<file path="src/rtl/e_fsm_pkg.sv">
// -----------------------------------------------------------------------------
// e_fsm_pkg
// Shared definitions for the four-floor elevator controller:
//   - state_t      : 4-bit motion state {busy, dir, floor/lower floor}
//   - _1U.._4D     : hall-call codes {dir, floor}, floor 00 means floor 4
//   - UP/DOWN/STAY : motion codes driven on dout
//   - floor_dec    : 2-bit floor field to floor number 1..4
//   - is_valid_call: true for the six legal hall-call codes
// -----------------------------------------------------------------------------
package e_fsm_pkg;

    typedef enum logic [3:0] {
        S1  = 4'b0001,
        S2  = 4'b0010,
        S3  = 4'b0011,
        S4  = 4'b0100,
        S12 = 4'b1001,
        S21 = 4'b1101,
        S23 = 4'b1010,
        S32 = 4'b1110,
        S34 = 4'b1011,
        S43 = 4'b1111
    } state_t;

    localparam logic [2:0] _1U = 3'b001;
    localparam logic [2:0] _2U = 3'b010;
    localparam logic [2:0] _3U = 3'b011;
    localparam logic [2:0] _2D = 3'b110;
    localparam logic [2:0] _3D = 3'b111;
    localparam logic [2:0] _4D = 3'b100;

    localparam logic [1:0] UP   = 2'b00;
    localparam logic [1:0] DOWN = 2'b01;
    localparam logic [1:0] STAY = 2'b10;

    // Floor field 00 encodes the top floor.
    function automatic logic [2:0] floor_dec(input logic [1:0] f);
        return (f == 2'b00) ? 3'd4 : {1'b0, f};
    endfunction

    function automatic logic is_valid_call(input logic [2:0] c);
        logic ok;
        case (c)
            _1U, _2U, _3U, _2D, _3D, _4D: ok = 1'b1;
            default:                      ok = 1'b0;
        endcase
        return ok;
    endfunction

endpackage

</file>
<file path="src/rtl/e_fsm_req_queue.sv">
// -----------------------------------------------------------------------------
// e_fsm_req_queue
// Hall-call capture and 2-entry request FIFO.
// A call is enqueued when din holds a valid code that differs from the value
// seen on the previous cycle. When the FIFO is full new calls are dropped.
// Optional macro E_FSM_DEDUP_EN: a call equal to an entry already queued is
// dropped; otherwise duplicates are queued and each is serviced separately.
// Ports:
//   clk      in   system clock
//   rst_n    in   synchronous active-low reset
//   din[2:0] in   level-held hall-call code
//   done     in   pops the head entry on this clock edge
//   head[2:0]out  oldest queued call
//   q_empty  out  no call queued
// -----------------------------------------------------------------------------
module e_fsm_req_queue
    import e_fsm_pkg::*;
(
    input  logic       clk,
    input  logic       rst_n,
    input  logic [2:0] din,
    input  logic       done,
    output logic [2:0] head,
    output logic       q_empty
);

    logic [2:0]      last_din_q, last_din_d;
    logic [1:0][2:0] mem_q, mem_d;
    logic [1:0]      cnt_q, cnt_d;
    logic            is_new, dup, enq, pop;

    always_comb begin
        last_din_d = din;
        is_new     = is_valid_call(din) && (din != last_din_q);
        dup        = 1'b0;
`ifdef E_FSM_DEDUP_EN
        dup = ((cnt_q != 2'd0) && (din == mem_q[0])) ||
              ((cnt_q == 2'd2) && (din == mem_q[1]));
`endif
        enq   = is_new && !dup && (cnt_q != 2'd2);
        pop   = done && (cnt_q != 2'd0);
        mem_d = mem_q;
        cnt_d = cnt_q;
        // Pop first so a simultaneous enqueue lands in the freed slot.
        if (pop) begin
            mem_d[0] = mem_q[1];
            cnt_d    = cnt_q - 2'd1;
        end
        if (enq) begin
            mem_d[cnt_d[0]] = din;
            cnt_d           = cnt_d + 2'd1;
        end
    end

    always_ff @(posedge clk) begin
        if (!rst_n) begin
            last_din_q <= 3'b000;
            cnt_q      <= 2'd0;
        end else begin
            last_din_q <= last_din_d;
            cnt_q      <= cnt_d;
        end
    end

    // Entry storage needs no reset: the count marks which slots are live.
    always_ff @(posedge clk) begin
        mem_q <= mem_d;
    end

    assign head    = mem_q[0];
    assign q_empty = (cnt_q == 2'd0);

endmodule

</file>
<file path="src/rtl/e_fsm.sv">
// -----------------------------------------------------------------------------
// e_fsm
// Four-floor elevator motion controller. Queues hall calls (e_fsm_req_queue)
// and services them one at a time, moving floor by floor; each between-floor
// state lasts TRAVEL_CYCLES cycles.
// Optional macro E_FSM_DEDUP_EN (in e_fsm_req_queue): drop duplicate calls.
// Parameters:
//   TRAVEL_CYCLES  cycles per between-floor state (>= 1), default 4
// Ports:
//   clk        in   system clock, rising edge
//   rst_n      in   synchronous active-low reset
//   din[2:0]   in   hall call {dir, floor}, level-held
//   dout[1:0]  out  motion: 00 UP, 01 DOWN, 10 STAY
// -----------------------------------------------------------------------------
module e_fsm
    import e_fsm_pkg::*;
#(
    parameter int TRAVEL_CYCLES = 4
) (
    input  logic       clk,
    input  logic       rst_n,
    input  logic [2:0] din,
    output logic [1:0] dout
);

    localparam int CNT_W = (TRAVEL_CYCLES > 1) ? $clog2(TRAVEL_CYCLES) : 1;
    localparam logic [CNT_W-1:0] CNT_LAST = CNT_W'(TRAVEL_CYCLES - 1);

    state_t           state_q, state_d;
    logic [CNT_W-1:0] cnt_q, cnt_d;
    logic             done_q, done_d;
    logic [2:0]       head;
    logic             q_empty;
    logic [2:0]       cur_floor, tgt_floor, next_floor, seg_lo;
    logic             legal;
    logic             unused_head_dir;

    e_fsm_req_queue u_queue (
        .clk     (clk),
        .rst_n   (rst_n),
        .din     (din),
        .done    (done_q),
        .head    (head),
        .q_empty (q_empty)
    );

    // Call direction is kept in the queue but motion depends only on floor.
    assign unused_head_dir = head[2];

    always_comb begin
        state_d    = state_q;
        cnt_d      = cnt_q;
        done_d     = 1'b0;
        tgt_floor  = floor_dec(head[1:0]);
        cur_floor  = state_q[2:0];
        next_floor = 3'd0;
        seg_lo     = 3'd0;
        legal      = state_q inside {S1, S2, S3, S4, S12, S21, S23, S32, S34, S43};

        if (!legal) begin
            state_d = S1;
            cnt_d   = '0;
        end else if (!state_q[3]) begin
            // Idle: idle encodings carry the floor number directly in [2:0].
            cnt_d = '0;
            if (!q_empty && !done_q) begin
                if (tgt_floor > cur_floor) begin
                    state_d = state_t'({2'b10, cur_floor[1:0]});
                end else if (tgt_floor < cur_floor) begin
                    seg_lo  = cur_floor - 3'd1;
                    state_d = state_t'({2'b11, seg_lo[1:0]});
                end else begin
                    done_d = 1'b1;
                end
            end
        end else if (cnt_q != CNT_LAST) begin
            cnt_d = cnt_q + 1'b1;
        end else begin
            // End of a segment: arrive at the far floor of the segment.
            cnt_d      = '0;
            next_floor = state_q[2] ? {1'b0, state_q[1:0]}
                                    : ({1'b0, state_q[1:0]} + 3'd1);
            if ((next_floor == tgt_floor) || (next_floor == 3'd1) || (next_floor == 3'd4)) begin
                state_d = state_t'({1'b0, next_floor});
                done_d  = (next_floor == tgt_floor);
            end else if (state_q[2]) begin
                seg_lo  = next_floor - 3'd1;
                state_d = state_t'({2'b11, seg_lo[1:0]});
            end else begin
                state_d = state_t'({2'b10, next_floor[1:0]});
            end
        end
    end

    always_ff @(posedge clk) begin
        if (!rst_n) begin
            state_q <= S1;
            cnt_q   <= '0;
            done_q  <= 1'b0;
        end else begin
            state_q <= state_d;
            cnt_q   <= cnt_d;
            done_q  <= done_d;
        end
    end

    always_comb begin
        dout = STAY;
        if (state_q[3]) begin
            dout = state_q[2] ? DOWN : UP;
        end
    end

endmodule

</file>
<file path="config.mk">
export PLATFORM = sky130hd
export DESIGN_NAME = e_fsm
export DESIGN_NICKNAME = d
export VERILOG_FILES = /design/src/rtl/e_fsm_pkg.sv /design/src/rtl/e_fsm_req_queue.sv /design/src/rtl/e_fsm.sv
export SDC_FILE = /design/constraint.sdc
export NUM_CORES = 1
export LEC_CHECK = 0
export ABC_AREA = 1
export BUFFER_PORTS_ARGS = -buffer_cell sky130_fd_sc_hd__buf_2
export CAP_MARGIN = 15
export CORE_MARGIN = 3
export CORE_UTILIZATION = 25
export CTS_BUF_LIST = sky130_fd_sc_hd__clkbuf_4 sky130_fd_sc_hd__clkbuf_8 sky130_fd_sc_hd__clkbuf_16
export CTS_CLUSTER_SIZE = 10
export DETAILED_ROUTE_END_ITERATION = 16
export PLACE_DENSITY = 0.44
export SETUP_SLACK_MARGIN = 0.02
export SLEW_MARGIN = 20
export SYNTH_ARGS = -nofsm -noshare
export SYNTH_HDL_FRONTEND = slang
export SYNTH_SLANG_ARGS = --single-unit
</file>
<file path="constraint.sdc">
create_clock -name clk -period 1.77 [get_ports clk]
set_input_delay 0.0885 -clock clk [delete_from_list [all_inputs] [get_ports clk]]
set_output_delay 0.0885 -clock clk [all_outputs]
set_load 0.005 [all_outputs]
</file>
# --- Yosys cells after proc, flatten, opt, wreduce, memory -nomap -nowiden ---
# Cells that the tools add are included.
totals:
  register_bits: 18
  out_inout_bits: 2
  word_cells: 89
classes:
  addsub: 6
  magnitude_cmp: 4
  eq_ne: 24
  mux: 25
  n_reduce_logical: 21
op_table:
  columns: ["cell", "count"]
  rows:
  - ["$eq 4x4->1 const B", 6]
  - ["$mux 4", 6]
  - ["$mux 3", 6]
  - ["$eq 3x3->1 const B", 4]
  - ["$reduce_bool 10->1", 1]
  - ["$eq 4x2->1 const B", 2]
  - ["$mux 1", 8]
  - ["$ne 2x2->1 const B", 4]
  - ["$reduce_and 4->1", 2]
  - ["$bwmux 6", 1]
  - ["$eq 3x1->1 const B", 2]
  - ["$eq 3x2->1 const B", 2]
  - ["$mux 2", 3]
  - ["$reduce_bool 2->1", 3]
  - ["$reduce_or 6->1", 1]
  - ["$sub 2x1->2 const B", 3]
  - ["$logic_and 1x1->1", 5]
  - ["$add 2x1->2 const B", 2]
  - ["$eq 4x1->1 const B", 1]
  - ["$eq 4x3->1 const B", 1]
  - ["$logic_not 2->1", 2]
  - ["$add 2x1->3 const B", 1]
  - ["$demux 3 s1", 1]
  - ["$eq 3x3->1", 1]
  - ["other kinds (10)", 12]

# --- Depth between registers and ports, before layout ---
# Gate-level depths: netlist of the first run.
logic_depth:
  depth_word: 9
  depth_mapped: 13

# --- Hierarchy ---
# From an unflattened synthesis of the first run, not the netlist that was laid out.
unflattened:
  hier_cells: 188
  area_unflattened_um2: 1308.8
modules_own_cells:
  columns: ["mod", "instances", "cells_each", "area_each_um2", "seq_area_each_um2"]
  rows:
  - ["e_fsm", 1, 109, 716.9, 140.1]
  - ["e_fsm_req_queue", 1, 79, 591.8, 250.2]

# --- Least setup slack after synthesis of the first run ---
# OpenSTA, ideal clock, no wires.
synth_timing:
  path_type: "flip-flop to flip-flop"
  from: "register state_q[0]"
  to: "register state_q[2]"
  setup_time_ps: 111
  arrival_ps: 1577
  required_ps: 1659
  slack_ps: 82
  path_stages_with_launch: 13
  period_less_slack_ps: 1688
  path_cell_list: "dfxtp_1 inv_2 ha_1 inv_1 nand2_1 nand2_2 nand2_1 nand2_1 nand3_2 nand3_1 nand3_1 nor2_1 nor2_1"
synth_between:
  elab_chain_cells: 8
  elab_cells_between_ends: 28
  cone_classes: "add/sub (1); order compare (2); eq/ne (13); mux (6); reduce/logical (6)"
synth_lines:
  columns: ["element", "line", "rtl"]
  rows:
  - ["from (decl)", "e_fsm.sv:29", "state_t state_q, state_d;"]
  - ["from (signal assigned)", "e_fsm.sv:101", "state_q <= state_d;"]
  - ["$add 2x1->3", "e_fsm.sv:82", ": ({1'b0, state_q[1:0]} + 3'd1);"]
  - ["$mux 3", "e_fsm.sv:81", "next_floor = state_q[2] ? {1'b0, state_q[1:0]}"]
  - ["$eq 3x3->1 or $eq 3x1->1 (tied branches)", "e_fsm.sv:83", "if ((next_floor == tgt_floor) || (next_floor == 3'd1) || (next_floor == 3'd4)) begin"]
  - ["$logic_or 1x1->1 (2 in series)", "e_fsm.sv:83", null]
  - ["$mux 4", "e_fsm.sv:83", null]
  - ["$mux 4", "e_fsm.sv:76", "end else if (cnt_q != CNT_LAST) begin"]
  - ["$mux 4", "e_fsm.sv:63", "end else if (!state_q[3]) begin"]
# Parallel ways exist; a longest one is shown, timed or not. The select of a mux whose other input is x is not followed.
# A chain may end at the register's enable or synchronous reset.

# --- Worst setup path after layout of the first run ---
layout_timing:
  from: "register u_queue.cnt_q[0]"
  to: "register u_queue.cnt_q[0]"
layout_between:
  elab_chain_cells: 5
  elab_cells_between_ends: 8
  cone_classes: "add/sub (2); eq/ne (1); mux (2); reduce/logical (3)"
layout_lines:
  columns: ["element", "line", "rtl"]
  rows:
  - ["from (decl)", "e_fsm_req_queue.sv:29", "logic [1:0] cnt_q, cnt_d;"]
  - ["from (signal assigned)", "e_fsm_req_queue.sv:61", "cnt_q <= cnt_d;"]
  - ["branches (longest 4 deep; another with $sub 2x1->2)", null, null]
  - ["$mux 2 *", "e_fsm_req_queue.sv:49", "if (enq) begin"]
  - ["net u_queue.cnt_d[0]", "e_fsm_req_queue.sv:29", null]
# Mark *: on every way through the listed nets, which the timed path passes.

==> run metrics, run 1 <==
status completed; Peak VDD IR 0.485 mV; Layout Nets 192; WL/cell 11.3 µm; CTS tree done; first-pass GRT wire length 4170 µm; IO Pins 7; Final Wtd Congestion 0.812; Int Pwr 1.22 mW; Hold Crit Class primary input to register; count leader, synth nand2_1; post-synth top area share 24.7%; synth cell count leaders nand2_1 (34), inv_1 (18), dfxtp_1 (14); initial DRC count 31; Final min period 1.61 ns; CTS Buf Count 3; Pins Over Slew Limit 0; Multi-input gate area 756 µm²; Worst-Skew Late Latency 0.25 ns; Syn Nets 171; register share of total power 25.0%; Congestion Overflow GR 0; count of cell types in the netlist 30; layout cells sized above 1 32.8%; post-layout util 34.1%; final hold vios 0; Mapped Area 1130 µm²; antenna-violating nets left 0; pin count of the biggest net entering global routing 10; CTS max path bufs 2; GRT Total Usage 9.99%; DP HPWL 1900 µm; sequential-to-total area share from yosys stat 30.0%; filler cell count 446; H-tree Lvls 1; CP startpoint kind register; Setup Viol. Count Final 0; worst slew pin tran 0.293 ns; Via density 4.45; Placeable Area 4170 µm²; CP arrival 1.76 ns; Area after DPL 1270 µm²; setup TNS 0 ns; hold buffer count at cts 0; Rel. slew slack 80.3%; Die X 73.3 µm; # rows 23; top_reg_cell synth dfxtp_1; Vias 996; final non-filler cell area 1420 µm²; Synth area leaders dfxtp_1 (25%), ha_1 (13%), nand2_1 (11%); final cycle utilization of the critical path 90.7%; Avg Inst Size Synth 7.36 µm²; placed insts 216; Net Sw Frac 44.9%; clock power share 12.7%; routing usage on met2 16.2%; die height 73.3 µm; die area 5380 µm²; endpoint class of the critical path register; Starting Density 27.2%; Leakage 0.673 nW; Gate Count Post-Synth 154; top cell type by total area after synthesis dfxtp_1; Post-Route WL 2530 µm; DRT Pass-1 Iters 4; Crit Path Class register to register; flops & latches, synth 16; initial antenna violation count 0; global-route met1 utilization 12.5%; Post-synth ARST share 0%; Comb pwr share 62.3%; Net Sw Power 0.994 mW; CTS sink cnt 16; data required time at the worst endpoint 1.92 ns; FF/Latch Area 350 µm²; largest fanout on the critical path 4; vias in the first global route 956; P per Cell Area 1560 nW/µm²; most used routing layer met2; Max Clock Skew 0.00195 ns; CTS root buf clkbuf_8; number of flops mapped to enable cells by yosys 2; clock-pin slew on the worst setup and hold paths 0.06 ns; max-cap violations 0; # DRC 0; IO Port Bufs 6; RSZ-0062 raised after global routing true; met3 usage 1.92%; area growth from synthesis to layout 25.5%; YS warnings 0; fin cells 224; number of antenna diodes 0; FMAX 0.623 GHz
[layer usage]
metal / vias up / routed length, µm
li1: 533 / -
met1: 450 / 1220
met2: 9 / 1200
met3: 4 / 58
met4: 0 / 55
met5: - / 0
[registers in the layout, summed over array words and instances (netlist names)]
register,cells
state_q,4
cnt_q,2
u_queue.head,2
u_queue.last_din_q,3
done_q,1
u_queue.cnt_q,2
u_queue.mem_q,2
[worst paths after layout]
| check | to | start | slack (ns) | depth (start not counted) |
|---|---|---|---|---|
| worst max-delay path | u_queue.cnt_q[0] | u_queue.cnt_q[0] | 0.16 | 9 |
| worst min-delay path | u_queue.last_din_q[2] | din[2] | 0.07 | 3 |
| worst min register to register | cnt_q[0] | cnt_q[0] | 0.42 | 1 |
| worst max register to register | u_queue.cnt_q[0] | u_queue.cnt_q[0] | 0.16 | 9 |
[placed cells by master (no fill, tap or decap), types with 2 or more instances in the layout]
cell,instances
nand2_1,31
inv_1,15
nand3_1,11
buf_4,11
nor2_1,10
nand2_2,9
ha_1,9
dfxtp_1,8
a21oi_1,6
buf_2,6
inv_2,5
dfxtp_2,5
xnor2_1,4
o21ai_0,4
nor3_1,3
o21ai_1,3
clkbuf_8,3
xor2_2,2
a31oi_1,2
nand3b_1,2
nand3_2,2
nand4_1,2
clkinv_1,2
ha_4,2
edfxtp_1,2
[power by group through the flow]
stage,sequential (mW),clock [mW],combinational [mW]
floorplan,0.546,0,0.825
global placement,0.537,0,1.13
detailed placement,0.537,0,1.12
CTS,0.529,0.290,1.13
global route,0.571,0.309,1.57
finish,0.554,0.280,1.38
[area by class of cell]
class,instances,share of cell area [%]
clock buffers,3,2.90
clock inverters,1,0.264
inverters,23,6.77
multi-input cells,114,53.1
flip-flops and latches,16,24.6
well taps,50,4.40
repair buffers,17,7.92
[kinds of logic after synthesis]
kind of cell | Yosys count | synth area share, %
AO/OA/AOI/OAI | 20 | 10.2
adder cells (fa/ha/maj) | 12 | 13.2
AND/OR/NAND/NOR | 74 | 30.2
buffers and inverters | 24 | 9.27
flip-flops | 16 | 30.0
multiplexers | 1 | 0.993
XOR/XNOR | 7 | 6.07
[per-stage QoR]
step / hold WS (ns) / power (mW) / setup WS (ns)
3_3_place_gp: 0.331 / 1.67 / 0.0400
2_1_floorplan: 0.182 / 1.37 / 0.0817
5_1_grt: 0.0875 / 2.45 / 0.00222
3_5_place_dp: 0.338 / 1.66 / 0.0482
6_report: 0.0717 / 2.21 / 0.164
4_1_cts: 0.0757 / 1.95 / 0.0336
[worst max-delay path: stages, from the launching register on]
cell and delay [ns]:
dfxtp_2 0.35, inv_1 0.06, ha_1 0.22, inv_1 0.09
nand2_2 0.08, xor2_2 0.26, inv_2 0.06, ha_1 0.29
nand2_1 0.07, inv_1 0.03
[timing repair]
action	CTS	global route
resized for setup	0	25
setup endpoints to repair	0	8
buffers inserted	0	4
Power figures use the tool's default switching activity.
==> run 2, diff against run 1 <==
--- a/config.mk
+++ b/config.mk
@@ -9,11 +9,11 @@
 export BUFFER_PORTS_ARGS = -buffer_cell sky130_fd_sc_hd__buf_2
 export CAP_MARGIN = 15
 export CORE_MARGIN = 3
-export CORE_UTILIZATION = 25
+export CORE_UTILIZATION = 45
 export CTS_BUF_LIST = sky130_fd_sc_hd__clkbuf_4 sky130_fd_sc_hd__clkbuf_8 sky130_fd_sc_hd__clkbuf_16
 export CTS_CLUSTER_SIZE = 10
 export DETAILED_ROUTE_END_ITERATION = 16
-export PLACE_DENSITY = 0.44
+export PLACE_DENSITY = 0.67
 export SETUP_SLACK_MARGIN = 0.02
 export SLEW_MARGIN = 20
 export SYNTH_ARGS = -nofsm -noshare
==> run metrics, run 2 (synthesis gave the netlist of run 1 again) <==
max-cap violations 0 (unchanged); P per Cell Area 1520 nW/µm² (-2.5%); Setup Viol. Count Final 0 (unchanged); most used cell, CP nand2_1; Final Wtd Congestion 0.857 (+5.5%); CTS root buf clkbuf_4; commonest cells after routing, fill and taps aside nand2_1 (33), inv_1 (17), buf_4 (13); IO Pins 7 (unchanged); CTS tree done; DRT Pass-1 Iters 4 (unchanged); CTS sink cnt 16 (unchanged); Placeable Area 2300 µm² (-45%); final cycle utilization of the critical path 93.8% (+3.0 points); Pins Over Slew Limit 0 (unchanged); initial antenna violation count 0 (unchanged); GRT Total Usage 15.6% (+5.7 points); CTS max path bufs 2 (unchanged); most common cell after layout, fill and taps aside nand2_1; Leakage 0.678 nW (+0.77%); pin count of the biggest net entering global routing 10 (unchanged); Largest stage delay, worst path 0.38 ns (+0.03 ns); Post-Route WL 2350 µm (-7.2%); clock-pin slew on the worst setup and hold paths 0.08 ns (+0.02 ns); worst r2r path cells 13 (+4); post-layout util 59.9% (+26 points); Worst-Skew Late Latency 0.28 ns (+0.03 ns); area growth from synthesis to layout 21.3%; DP HPWL 1840 µm (-3.5%); die area 3160 µm² (-41%); Rel. slew slack 82.7% (+2.4 points); CP arrival 1.87 ns (+0.11 ns); Congestion Overflow GR 0 (unchanged); Final min period 1.66 ns (+0.0539 ns); Peak VDD IR 0.788 mV (+62%); final setup margin 0.110 ns (-0.0539 ns); worst hold margin 0.0511 ns (-0.0206 ns); # rows 17 (-26%); Area after DPL 1250 µm² (-1.6%); CP startpoint kind register; antenna-violating nets left 0 (unchanged); vias in the first global route 933 (-2.4%); final hold vios 0 (unchanged); largest fanout on the critical path 4 (unchanged); Via density 5.19 (+17%); status completed; number of antenna diodes 0 (unchanged); worst-path cell chain inv_2 > ha_1 > inv_1 > nand2_1 > nand2_2 > nand2_1 > nand2_1 > nand3_2 > nand2_2 > nand2_1 > nor2_1 > nor2_1 > nor2_1; RSZ-0062 raised after global routing true; Worst Hold Path Cells 3 (unchanged); layout cells sized above 1 30.7% (-2.1 points); Worst Path Buf+Inv 2 (-2); DP Worst Slack -0.0131 ns (-0.0614 ns); stages on the worst setup path 13 (+4); biggest regs state_q: 4 flops, u_queue.last_din_q: 3 flops; Hold Crit Class primary input to register; FMAX 0.603 GHz (-3.2%); Vias 1059 (+6.3%); Layout Nets 194 (+1.0%); Max Clock Skew 0.00988 ns (+0.00793 ns); WL/cell 11.5 µm (+1.9%); CTS Buf Count 3 (unchanged); die height 56.2 µm (-23%); # DRC 0 (unchanged); worst slew pin tran 0.258 ns (-0.0344 ns); hold buffer count at cts 0 (unchanged); max reg flops 4 (unchanged); H-tree Lvls 1 (unchanged); CP top delay family simple AND/OR/NAND/NOR gates; final non-filler cell area 1380 µm² (-3.3%); IO Port Bufs 6 (unchanged); most flop-heavy register state_q; initial DRC count 23 (-26%); Starting Density 49.3% (+22 points); endpoint class of the critical path register; Crit Path Class register to register; Die X 56.2 µm (-23%); setup TNS 0 ns (unchanged); first-pass GRT wire length 3990 µm (-4.3%); slowest CP cell dfxtp_4; data required time at the worst endpoint 1.98 ns (+0.06 ns)
run 2: cell types whose count changed in the layout (fill, tap and decap cells not counted), sizes merged:
cell	delta
clkinv	-1
buf	+2
clkbuf	+1
run 2: cell type report:
type | count | area, µm²
fillers | 218 | 922
multi-input cells | 114 | 738
flip-flops and latches | 16 | 350
repair buffers | 19 | 128
inverters | 23 | 93.8
well taps | 28 | 35.0
clock buffers | 4 | 30.0
run 2: worst reg2reg max path, delay by kind of cell, from the launching register on:
kind | cells | cell delay (ns)
adders and majority gates | 1 | 0.30
buffers and inverters | 2 | 0.12
and+or+nand+nor | 10 | 0.81
DFF | 1 | 0.38
run 2: final timing paths:
check	start	end	slack (ns)
setup / recovery	state_q[0]	state_q[2]	0.11
hold / removal	din[2]	u_queue.last_din_q[2]	0.05
setup reg to reg	state_q[0]	state_q[2]	0.11
hold reg to reg	cnt_q[0]	cnt_q[0]	0.43
run 2: where the power goes:
part / switching (mW) / leakage [nW] / internal [mW]
Combinational: 0.743 / 0.524 / 0.573
Clock: 0.106 / 0.0184 / 0.103
Sequential: 0.0902 / 0.135 / 0.473
Total: 0.939 / 0.678 / 1.15
run 2: repair_timing:
action	CTS	global route
buffers inserted	0	5
gates resized for setup	1	17
endpoints found under the setup margin	3	7
pin swaps	0	5
run 2: metrics by stage:
| step | total power, mW | cells |
|---|---|---|
| floorplan | 1.37 | 154 |
| global placement | 1.62 | 195 |
| detailed placement | 1.65 | 195 |
| CTS | 1.87 | 199 |
| global route | 2.29 | 204 |
| finish | 2.09 | 204 |
run 2: metal layers:
metal	routed length (µm)	up-vias	track usage (%)
li1	-	544	-
met1	1100	486	22.4
met2	1120	27	24.0
met3	117	2	2.09
met4	14	0	5.08
met5	0	-	0
==> run 3, diff against run 2 <==
--- a/config.mk
+++ b/config.mk
@@ -8,12 +8,14 @@
 export ABC_AREA = 1
 export BUFFER_PORTS_ARGS = -buffer_cell sky130_fd_sc_hd__buf_2
 export CAP_MARGIN = 15
+export CELL_PAD_IN_SITES_DETAIL_PLACEMENT = 0
+export CELL_PAD_IN_SITES_GLOBAL_PLACEMENT = 2
 export CORE_MARGIN = 3
-export CORE_UTILIZATION = 45
+export CORE_UTILIZATION = 31
 export CTS_BUF_LIST = sky130_fd_sc_hd__clkbuf_4 sky130_fd_sc_hd__clkbuf_8 sky130_fd_sc_hd__clkbuf_16
 export CTS_CLUSTER_SIZE = 10
 export DETAILED_ROUTE_END_ITERATION = 16
-export PLACE_DENSITY = 0.67
+export PLACE_DENSITY = 0.77
 export SETUP_SLACK_MARGIN = 0.02
 export SLEW_MARGIN = 20
 export SYNTH_ARGS = -nofsm -noshare
==> run metrics, run 3 (synthesis gave the netlist of run 1 again) <==
status completed; Starting Density 33.2% (-16 points); vias in the first global route 889 (-4.7%); # DRC 0 (unchanged); IO Port Bufs 6 (unchanged); worst hold endpoint u_queue.last_din_q[2]; filler cell count 385 (+77%); clock-pin slew on the worst setup and hold paths 0.09 ns (about the same); Max Clock Skew 0.00338 ns (-0.00650 ns); pin count of the biggest net entering global routing 10 (unchanged); first-pass GRT wire length 4120 µm (+3.3%); Pins Over Slew Limit 0 (unchanged); Net Sw Power 0.923 mW (-1.8%); P per Cell Area 1460 nW/µm² (-3.9%); die area 4420 µm² (+40%); reg-to-reg endpoint state_q[2]; Vias 1006 (-5.0%); Int Pwr 1.03 mW (-10%); GRT Total Usage 12.3% (-3.4 points); IO Pins 7 (unchanged); worst slew pin tran 0.254 ns (-0.00442 ns); Leakage 0.653 nW (-3.6%); DRT Pass-1 Iters 4 (unchanged); Worst Hold Path Cells 3 (unchanged); initial antenna violation count 0 (unchanged); Final min period 1.66 ns (+0.00433 ns); final non-filler cell area 1340 µm² (-2.5%); register-to-register setup slack 0.11 ns (about the same); Rel. slew slack 83.1% (+0.32 points); Layout Nets 189 (-2.6%); Die X 66.5 µm (+18%); FMAX 0.601 GHz (-0.26%); Setup Viol. Count Final 0 (unchanged); data required time at the worst endpoint 1.96 ns (-0.02 ns); final hold vios 0 (unchanged); number of antenna diodes 0 (unchanged); area growth from synthesis to layout 18.2%; largest fanout on the critical path 4 (unchanged); commonest cells after routing, fill and taps aside nand2_1 (34), inv_1 (17), nand3_1 (11), nor2_1 (11), ha_1 (11); register share of total power 28.7% (+1.7 points); CTS max path bufs 2 (unchanged); layout cells sized above 1 25.7% (-5.0 points); final cycle utilization of the critical path 94.0% (+0.24 points); # rows 21 (+4); CP startpoint kind register; Area after DPL 1250 µm² (+0.60%); Hold Crit Class primary input to register; Comb pwr share 61.2% (-1.8 points); RSZ-0062 raised after global routing true; max-cap violations 0 (unchanged); DP HPWL 1900 µm (+3.7%); Post-Route WL 2460 µm (+4.8%); CTS root buf clkbuf_4; CTS Buf Count 3 (unchanged); Congestion Overflow GR 0 (unchanged); antenna-violating nets left 0 (unchanged); Net Sw Frac 47.2% (+2.2 points); Placeable Area 3420 µm² (+49%); H-tree Lvls 1 (unchanged); initial DRC count 50 (+120%); max reg flops 4 (unchanged); setup TNS 0 ns (unchanged); worst r2r path cells 10 (-3); Via density 4.64 (-11%); endpoint class of the critical path register; CP arrival 1.85 ns (-0.02 ns); CTS sink cnt 16 (unchanged); critical hold path startpoint din[2]; Crit Path Class register to register; Final Wtd Congestion 0.867 (+1.2%); biggest regs state_q: 4 flops, u_queue.last_din_q: 3 flops; reg-to-reg startpoint u_queue.head[1]; CTS tree done; die height 66.5 µm (+18%); Peak VDD IR 0.437 mV (-45%); Worst-Skew Late Latency 0.28 ns (about the same); most flop-heavy register state_q; most common cell after layout, fill and taps aside nand2_1; WL/cell 11.3 µm (-1.5%); clock power share 10.0% (about the same)
[run 3: repair_timing]
item,in CTS,in global routing
hold buffers,0,0
hold endpoints to repair,0,0
buffers inserted,0,2
endpoints found under the setup margin,0,8
resized for setup,0,12
[run 3: how the worst max path moves through the flow]
| stage | start | endpoint | slack [ns] | cells after the start |
|---|---|---|---|---|
| floorplan | state_q[0] | state_q[2] | 0.08 | 12 |
| global placement | u_queue.head[0] | state_q[2] | 0.03 | 10 |
| detailed placement | u_queue.head[0] | state_q[2] | 0.06 | 10 |
| CTS | u_queue.head[0] | state_q[2] | 0.03 | 10 |
| global route | state_q[2] | state_q[2] | -0.05 | 11 |
| finish | u_queue.head[1] | state_q[2] | 0.11 | 10 |
[run 3: final cells by class]
class	instances	area, µm²	share of cell area [%]
clock inverters	1	3.75	0.280
clock buffers	3	22.5	1.68
multi-input cells	114	726	54.2
repair buffers	14	90.1	6.72
well taps	46	57.6	4.30
flip-flops and latches	16	347	25.9
inverters	23	93.8	7.00
[run 3: power groups by stage]
stage	clock [mW]	combinational (mW)	sequential, mW
4_1_cts	0.213	1.10	0.542
2_1_floorplan	0	0.825	0.546
6_report	0.196	1.20	0.562
3_3_place_gp	0	1.12	0.549
3_5_place_dp	0	1.10	0.551
5_1_grt	0.234	1.37	0.574
[run 3: metal layers]
| layer | up-vias | global-route usage, % | wire length, µm |
|---|---|---|---|
| met5 | - | 0 | 0 |
| met2 | 19 | 17.7 | 1110 |
| li1 | 532 | - | - |
| met1 | 451 | 17.7 | 1230 |
| met3 | 4 | 3.20 | 94 |
| met4 | 0 | 3.81 | 29 |
[run 3: critical path, stage by stage, from the launching register on]
cell and delay [ns]:
dfxtp_2 0.35, buf_4 0.15, ha_1 0.30, nand3b_1 0.14, nand2_1 0.11, nand3_1 0.08
o21ai_0 0.08, nor2_1 0.15, nand3_1 0.10, nor2_1 0.09, nor2_1 0.04
[run 3: stage by stage]
| step | util [%] | hold slack (ns) | instances | power (mW) | worst slack (ns) |
|---|---|---|---|---|---|
| 2_1_floorplan | - | 0.182 | 154 | 1.37 | 0.0817 |
| 3_3_place_gp | 36.7 | 0.327 | 211 | 1.67 | 0.0330 |
| 3_5_place_dp | 36.7 | 0.326 | 211 | 1.65 | 0.0570 |
| 4_1_cts | 37.5 | 0.0185 | 215 | 1.86 | 0.0349 |
| 5_1_grt | 39.2 | 0.0363 | 217 | 2.18 | -0.0491 |
| 6_report | 39.2 | 0.0326 | 217 | 1.96 | 0.106 |
